File: config.mk
export PLATFORM = sky130hd
export DESIGN_NAME = reg_delay_rd
export DESIGN_NICKNAME = d
export VERILOG_FILES = /design/src/rtl/reg_delay_pkg.sv /design/src/rtl/reg_delay_ram.sv /design/src/rtl/reg_delay_rd.sv
export SDC_FILE = /design/constraint.sdc
export NUM_CORES = 1
export LEC_CHECK = 0
export BUFFER_PORTS_ARGS = -buffer_cell sky130_fd_sc_hd__buf_2
export CORE_MARGIN = 2
export CORE_UTILIZATION = 45
export CTS_CLUSTER_DIAMETER = 40
export DETAILED_ROUTE_END_ITERATION = 10
export GPL_TIMING_DRIVEN = 0
export HOLD_SLACK_MARGIN = 0.03
export PLACE_DENSITY = 0.6
export SKIP_CTS_REPAIR_TIMING = 1
export SLEW_MARGIN = 20
export SYNTH_ARGS = -nofsm -noshare
export SYNTH_HDL_FRONTEND = slang
export SYNTH_SLANG_ARGS = --single-unit
File: constraint.sdc
create_clock -name clk -period 7.6 [get_ports clk]
set_input_delay 1.52 -clock clk [delete_from_list [all_inputs] [get_ports clk]]
set_output_delay 1.52 -clock clk [all_outputs]
set_load 0.02 [all_outputs]
File: src/rtl/reg_delay_pkg.sv
// Shared definitions for the runtime-programmable gated delay line.
//   state_e  : fill/run state of the output path
//   DelayAw  : default address width (buffer depth 2**DelayAw)
//   MaxDelay : largest legal delay for the default address width
package reg_delay_pkg;

  localparam int unsigned DelayAw  = 6;
  localparam int unsigned MaxDelay = (1 << DelayAw) - 1;

  typedef enum logic {
    StFill = 1'b0,
    StRun  = 1'b1
  } state_e;

endpackage

File: src/rtl/reg_delay_ram.sv
// Simple dual-port RAM, Dw x 2**Aw, registered read, no reset.
//   clk_i   : clock
//   we_i    : write enable, waddr_i / wdata_i : write port
//   re_i    : read enable, raddr_i : read address
//   rdata_o : registered read data, holds while re_i is low
module reg_delay_ram #(
  parameter int unsigned Dw = 16,
  parameter int unsigned Aw = 6
) (
  input  logic          clk_i,
  input  logic          we_i,
  input  logic [Aw-1:0] waddr_i,
  input  logic [Dw-1:0] wdata_i,
  input  logic          re_i,
  input  logic [Aw-1:0] raddr_i,
  output logic [Dw-1:0] rdata_o
);

  localparam int unsigned Depth = 1 << Aw;

  logic [Dw-1:0] mem_q [Depth];
  logic [Dw-1:0] rdata_q;

  // Read-first; the caller never reads the address being written.
  always_ff @(posedge clk_i) begin
    if (we_i) begin
      mem_q[waddr_i] <= wdata_i;
    end
    if (re_i) begin
      rdata_q <= mem_q[raddr_i];
    end
  end

  assign rdata_o = rdata_q;

endmodule

File: src/rtl/reg_delay_rd.sv
// Gated delay line with a runtime-programmable delay.
// A circular buffer stores one sample per gated cycle; the read pointer trails
// the write pointer by the registered delay. Output is zero and invalid until
// enough samples have been gathered for the current delay.
//   clk        : clock
//   reset_n    : asynchronous active-low reset
//   clr        : synchronous clear (memory untouched)
//   gate       : sample enable
//   din        : input data
//   delay      : requested delay in gated cycles (0 = combinational bypass)
//   dout       : delayed data
//   dout_valid : dout is a true delayed sample for the current delay
module reg_delay_rd
  import reg_delay_pkg::*;
#(
  parameter int unsigned dw = 16,
  parameter int unsigned aw = DelayAw
) (
  input  logic          clk,
  input  logic          reset_n,
  input  logic          clr,
  input  logic          gate,
  input  logic [dw-1:0] din,
  input  logic [aw-1:0] delay,
  output logic [dw-1:0] dout,
  output logic          dout_valid
);

  state_e        state_q, state_d;
  logic [aw-1:0] wptr_q, wptr_d;
  logic [aw-1:0] fill_q, fill_d;
  logic [aw-1:0] delay_r_q, delay_r_d;
  logic          valid_q, valid_d;
  logic [dw-1:0] byp_q, byp_d;
  logic          use_byp_q, use_byp_d;

  logic          dly_chg;
  logic          we;
  logic          re;
  logic [aw-1:0] raddr;
  logic [dw-1:0] ram_rdata;
  logic          pass;

  assign dly_chg = (delay != delay_r_q);
  // A write happens on every accepted gated cycle unless the (new) delay is 0.
  assign we      = gate & ~clr & (delay != '0);
  // D=1 is served from the bypass register, so the RAM is only read for D>=2,
  // which keeps raddr away from wptr.
  assign re      = gate & ~clr & (delay_r_q > aw'(1));
  assign raddr   = wptr_q - delay_r_q + aw'(1);

  always_comb begin
    state_d   = state_q;
    wptr_d    = wptr_q;
    fill_d    = fill_q;
    delay_r_d = delay;
    valid_d   = valid_q;
    byp_d     = byp_q;
    use_byp_d = use_byp_q;

    if (clr) begin
      state_d   = StFill;
      wptr_d    = '0;
      fill_d    = '0;
      delay_r_d = '0;
      valid_d   = 1'b0;
      use_byp_d = 1'b0;
    end else if (dly_chg) begin
      // Restart for the new delay; a gated sample this cycle is fill sample 1.
      valid_d   = 1'b0;
      use_byp_d = 1'b0;
      if (delay == '0) begin
        state_d = StRun;
        fill_d  = '0;
      end else if (gate) begin
        wptr_d = wptr_q + aw'(1);
        byp_d  = din;
        fill_d = aw'(1);
        if (delay == aw'(1)) begin
          state_d   = StRun;
          valid_d   = 1'b1;
          use_byp_d = 1'b1;
        end else begin
          state_d = StFill;
        end
      end else begin
        state_d = StFill;
        fill_d  = '0;
      end
    end else if (delay_r_q == '0) begin
      state_d = StRun;
      valid_d = 1'b0;
    end else if (gate) begin
      wptr_d    = wptr_q + aw'(1);
      byp_d     = din;
      use_byp_d = (delay_r_q == aw'(1));
      if (state_q == StFill) begin
        if (fill_q == delay_r_q - aw'(1)) begin
          state_d = StRun;
          fill_d  = delay_r_q;
          valid_d = 1'b1;
        end else begin
          fill_d  = fill_q + aw'(1);
          valid_d = 1'b0;
        end
      end
    end
  end

  always_ff @(posedge clk or negedge reset_n) begin
    if (!reset_n) begin
      state_q   <= StFill;
      wptr_q    <= '0;
      fill_q    <= '0;
      delay_r_q <= '0;
      valid_q   <= 1'b0;
      byp_q     <= '0;
      use_byp_q <= 1'b0;
    end else begin
      state_q   <= state_d;
      wptr_q    <= wptr_d;
      fill_q    <= fill_d;
      delay_r_q <= delay_r_d;
      valid_q   <= valid_d;
      byp_q     <= byp_d;
      use_byp_q <= use_byp_d;
    end
  end

  reg_delay_ram #(
    .Dw (dw),
    .Aw (aw)
  ) u_ram (
    .clk_i   (clk),
    .we_i    (we),
    .waddr_i (wptr_q),
    .wdata_i (din),
    .re_i    (re),
    .raddr_i (raddr),
    .rdata_o (ram_rdata)
  );

  // Output register stage is split between the RAM read register and the
  // bypass register; valid_q masks both so reset/clear/fill read as zero.
  assign pass = (state_q == StRun) && (delay_r_q == '0);

  always_comb begin
    dout = '0;
    if (pass) begin
      dout = din;
    end else if (valid_q) begin
      dout = use_byp_q ? byp_q : ram_rdata;
    end
  end

  assign dout_valid = pass | valid_q;

endmodule

Yosys cells after proc, flatten, opt, wreduce, memory -nomap -nowiden:

Memory sizes are Yosys's and may differ from the RTL's. A register that Yosys moved wholly into a read port is not among the register bits.
Cells that the tools add are included.

* memories kept: 1
* RAM bits: 1024
* word-level logic and storage cells: 82
* output and inout port bits: 17
* register bits after elaboration: 37
* bits of input ports: 26
* memory bits (read-only): 0
* bits in latches: 0

Memories
* u_ram.mem_q: depth 64, bits a word 16, read ports 1, clocked after Yosys merged registers in 1, wr ports 1, line reg_delay_ram.sv:21 `logic [Dw-1:0] mem_q [Depth];`

* order comparisons: 1
* reduce and logical (&&, ||, !) cells: 11
* muxes and demuxes: 42
* equality and inequality tests: 10
* multipliers: 0
* div/mod/pow operators: 0
* add/sub/neg operators: 5
* bitwise gates (word level): 5
* shifts and indexed selects: 0

Operators by type and width (count)
* two-way mux 16 bit: 7
* two-way mux 6 bit: 12
* two-way mux 1 bit: 23
* adder 6 x 1 -> 6 bit, second input constant: 3
* == test 6 x 1 -> 1 bit, second input constant: 2
* logical NOT 6 bit: 2
* == test 6 bit: 1
* > comparator 6 x 1 -> 1 bit, second input constant: 1
* inequality test 3 bit, second input constant: 2
* inequality test 6 bit: 1
* AND reduction 2 bit: 3
* AND reduction 3 bit: 2
* nonzero test 6 bit: 1
* subtractor 6 x 1 -> 6 bit, second input constant: 1
* subtractor 6 bit: 1
* inequality test 2 bit, second input constant: 2
* inequality test 4 x 2 -> 1 bit, second input constant: 1
* nonzero test 4 bit: 1
* AND 1 bit: 3
* inequality test 3 x 2 -> 1 bit, second input constant: 1
* nonzero test 3 bit: 1
* logical AND 1 bit: 1
* inverter 1 bit: 1
* OR 1 bit: 1

Depth between registers and ports, before layout:

* depth after elaboration: 8
* gate-level depth with buffers: 13

Modules after synthesis:

From an unflattened synthesis, not the netlist that was laid out.

* cells, all modules: 2125
* area, all modules: 42922.4 µm²

Modules (own cells, without submodules)
* reg_delay_ram: sequential area each 31230.0 µm², cells each 1829, area each 40202.3 µm², times used 1
* reg_delay_rd: sequential area each 925.9 µm², cells each 296, area each 2720.1 µm², times used 1

Worst setup path after synthesis:

OpenSTA, ideal clock, no wires.

* path type: input to register
* start point: input port clr
* end point: memory u_ram.mem_q[29][0], enable pin
* arrival: 3.421 ns
* stages: 6
* path slack: 3.791 ns
* cells stage by stage: clkbuf_1 nor2b_1 nand3_1 or3b_2 clkbuf_1 nor2_1

* longest elaborated chain between the ends: 5

RTL lines
* start, declared: line reg_delay_rd.sv:21 `input logic clr,`
* inverter 1 bit (no line)
* AND 1 bit (2 in a row): line reg_delay_rd.sv:46 `assign we = gate & ~clr & (delay != '0);`
* two-way mux 1 bit: line reg_delay_ram.sv:26 `if (we_i) begin`
* two-way mux 1 bit (implied by the code): line reg_delay_ram.sv:27 `mem_q[waddr_i] <= wdata_i;`
* end, declared: line reg_delay_ram.sv:21

Every way passes these cells.

Worst setup path in the final report:

* start point: register wptr_q[1]
* end point: register u_ram.rdata_q[11] (netlist: u_ram.rdata_o[11]), read port of u_ram.mem_q, data pin

* longest elaborated chain between the ends: 2

RTL lines
* start, declared: line reg_delay_rd.sv:30 `logic [aw-1:0] wptr_q, wptr_d;`
* start signal, assigned: line reg_delay_rd.sv:121 `wptr_q <= wptr_d;`
* subtractor 6 bit: line reg_delay_rd.sv:50 `assign raddr = wptr_q - delay_r_q + aw'(1);`
* adder 6 x 1 -> 6 bit: line reg_delay_rd.sv:50
* end, declared: line reg_delay_ram.sv:22 `logic [Dw-1:0] rdata_q;`

Every way passes these cells.
A chain may end at the register's enable or synchronous reset.

==> results.sh <==
export IMPL_peakVddDrop_mv=0.211
export IMPL_diodes=0
export IMPL_grt_overflow=0
export IMPL_grt_pass1_vias=22400
export IMPL_globalplace_congestion=0.928
export IMPL_post_route_drc_count=0
export IMPL_grt_usage_pct=23.5
export IMPL_required_ns=8.17
export IMPL_finalWirelength_mm=113
export IMPL_finalHoldViolCount=0
export IMPL_power_density_nw_per_um2=300
export IMPL_area_growth_pct=17.8
export IMPL_cp_slowest_cell="a21oi_1"
export IMPL_netlist_instances=2022
export IMPL_initial_core_util_pct=45.4
export IMPL_slew_viol_final=0
export IMPL_cts_buffers=138
export IMPL_max_stage_delay_ns=0.72
export IMPL_p_leak_nw=15.8
export IMPL_dr_pass1_iters=5
export IMPL_rows=112
export IMPL_vias=22200
export IMPL_ant_nets=0
export IMPL_r2r_end="u_ram.rdata_o[11]$_DFFE_PP_"
export IMPL_tritoncts="done"
export IMPL_routed_via_density=6.10
export IMPL_die_h_um=311
export IMPL_hold_depth=1
export IMPL_cts_root_buffer="clkbuf_16"
export IMPL_antenna_found_initial=1
export IMPL_drv_cap=0
export IMPL_grt_max_degree=67
export IMPL_async_flop_share_pct=3.44
export IMPL_synth_avg_cell_area_um2=20.9
export IMPL_critPathKind="register to register"
export IMPL_rr_startpoint="wptr_q[1]$_DFFE_PN0P_"
export IMPL_yosysUniqueCellTypes=63
export IMPL_synth_seq_area_share_pct=76.0
export IMPL_fin_nets=2306
export IMPL_min_period_ns=5.41
export IMPL_layout_drive_gt1_share_pct=30.3
export IMPL_path_cells="inv_1, ha_1, inv_1, ha_1, fa_1, xnor2_2, and2_1, clkbuf_1, buf_2, buf_1, a22oi_1, a21oi_1, o211a_1"
export IMPL_die_area_um2=96500
export IMPL_fmax_ghz=0.185
export IMPL_numPortBuffers=41
export IMPL_cpLargestDelayFamily="buffers and inverters"
export IMPL_finalSetupTns_ns=0
export IMPL_syn_nets=2063
export IMPL_run_status="complete, no violations"
export IMPL_setup_viol=0
export IMPL_min_path_type="register to register"
export IMPL_critPathCaptureType="register"
export IMPL_worst_ep_arrival_time_ns=5.98
export IMPL_relSlewSlack_pct=23.3
export IMPL_fin_skew_ns=0.0385
export IMPL_ios=43
export IMPL_clk_pin_slew_ns=0.06
export IMPL_wire_per_inst_um=31.1
export IMPL_path_buf_inv=5
export IMPL_die_x_um=311
export IMPL_core_um2=93300
export IMPL_rrSetupSlack_ns=2.19
export IMPL_tightest_slew_ns=1.15
export IMPL_drtIter0Drc=2925
export IMPL_cts_max_path_buffers=3
export IMPL_hold_start="byp_q[5]$_DFFE_PN0P_"
export IMPL_start_kind="register"
export IMPL_clock_latency_ns=0.76
export IMPL_place_area_um2=45100
export IMPL_cts_sinks=1077
export IMPL_netlist_area_um2=42300
export IMPL_holdPathEnd="byp_q[5]$_DFFE_PN0P_"
export IMPL_synth_edff_count=1040
export IMPL_total_power_mw=15.0
export IMPL_period_share_pct=71.1
export IMPL_htreeDepth=4
export IMPL_ys_warn_count=0
export IMPL_cp_max_fo=10
export IMPL_yosys_register_bits=1077
export IMPL_hpwlAfterDp_mm=73.3
export IMPL_ys_flop_type="edfxtp_1"
export IMPL_grt_pass1_wl_mm=162
export IMPL_grt_setup_unrepaired="no"
export IMPL_design_area_um2=49900
export IMPL_rr_worst_depth=13
## per-stage QoR
stage	utilization, %	instances	hold WS, ns	worst slack, ns
4_1_cts	53.4	3629	0.506	2.15
3_3_place_gp	47.3	3317	0.488	1.97
5_1_grt	53.4	3629	0.509	2.10
6_report	53.4	3629	0.501	2.19
3_5_place_dp	48.3	3379	0.495	2.20
2_1_floorplan	-	2022	0.479	3.79
## synthesized netlist by cell type, drive strengths merged, types with 17 or more instances
master / n / area, µm²
mux2: 17 / 218
a21oi: 20 / 100
nand2: 57 / 214
nand4: 17 / 121
edfxtp: 1040 / 31200
mux4: 256 / 5770
a22oi: 85 / 638
nor2: 78 / 293
xnor2: 17 / 171
o31ai: 31 / 233
a211oi: 32 / 240
dfrtp: 37 / 926
o22ai: 23 / 144
and2: 17 / 106
clkbuf: 66 / 248
buf: 56 / 295
## cell type report
type                    count  area, µm²
fillers                  7208      43500
multi-input cells         809       9780
flip-flops and latches   1077      32200
well taps                1254       1570
inverters                  14       52.6
clock inverters            95       1140
clock buffers             155       3600
repair buffers            103       1030
plain buffers             122        546
## sequential cells by signal (all words and copies together) (netlist names)
| register | cells |
|---|---|
| u_ram.mem_q | 1024 |
| byp_q | 16 |
| u_ram.rdata_o | 16 |
| delay_r_q | 6 |
| fill_q | 6 |
| wptr_q | 6 |
| state_q | 1 |
| use_byp_q | 1 |
| valid_q | 1 |
## per-layer routing
metal	wire length, µm	global-route usage (%)	up-vias
li1	-	-	9041
met1	45500	32.9	11700
met2	52800	36.0	1165
met3	10200	5.43	229
met4	4340	9.39	2
met5	13	0	-
## how the worst max path moves through the flow
stage                                 from  slack (ns)                           end  depth (start not counted)
finish               wptr_q[1]$_DFFE_PN0P_        2.19   u_ram.rdata_o[11]$_DFFE_PP_                         13
global route         wptr_q[1]$_DFFE_PN0P_        2.10    u_ram.rdata_o[8]$_DFFE_PP_                         12
CTS                 delay_r_q[0]$_DFF_PN0_        2.15    u_ram.rdata_o[0]$_DFFE_PP_                         11
detailed placement  delay_r_q[0]$_DFF_PN0_        2.20    u_ram.rdata_o[0]$_DFFE_PP_                         11
global placement    delay_r_q[0]$_DFF_PN0_        1.97    u_ram.rdata_o[8]$_DFFE_PP_                         12
floorplan                              clr        3.79  u_ram.mem_q[29][0]$_DFFE_PP_                          6
## cell usage in the layout (no fill, tap or decap), drive strengths merged, types with 4 or more instances in the layout
cell and instances:
clkinv 55, or4 12, o211ai 15, mux2 17
bufinv 17, ha 14, and3 11, xor2 7
nand4 17, o211a 12, o31ai 31, nand2b 4
xnor2 17, dfrtp 37, mux2i 16, clkbuf 222
a22oi 85, nor3 7, a21oi 20, nor2b 7
nor4 5, mux4 256, a211oi 32, and2 17
nor2 78, inv 28, buf 158, edfxtp 1040
nand2 57, clkinvlp 9, o22ai 23, nand3 10
## where the power goes
part	internal, mW	leakage [nW]	total, mW	switching, mW
combinational	0.617	3.72	1.73	1.11
sequential	6.56	9.83	6.58	0.0197
clock	4.05	2.29	6.64	2.59
total	11.2	15.8	15.0	3.73
## cell families after synthesis
family                   share of synthesized area (%)
flip-flops                                        76.0
AO/OA/AOI/OAI                                     4.27
multiplexers                                      14.5
buffers and inverters                             1.41
XOR/XNOR                                         0.550
AND/OR/NAND/NOR                                   2.84
adder cells (fa/ha/maj)                          0.461
(Power assumes the default switching activity.)
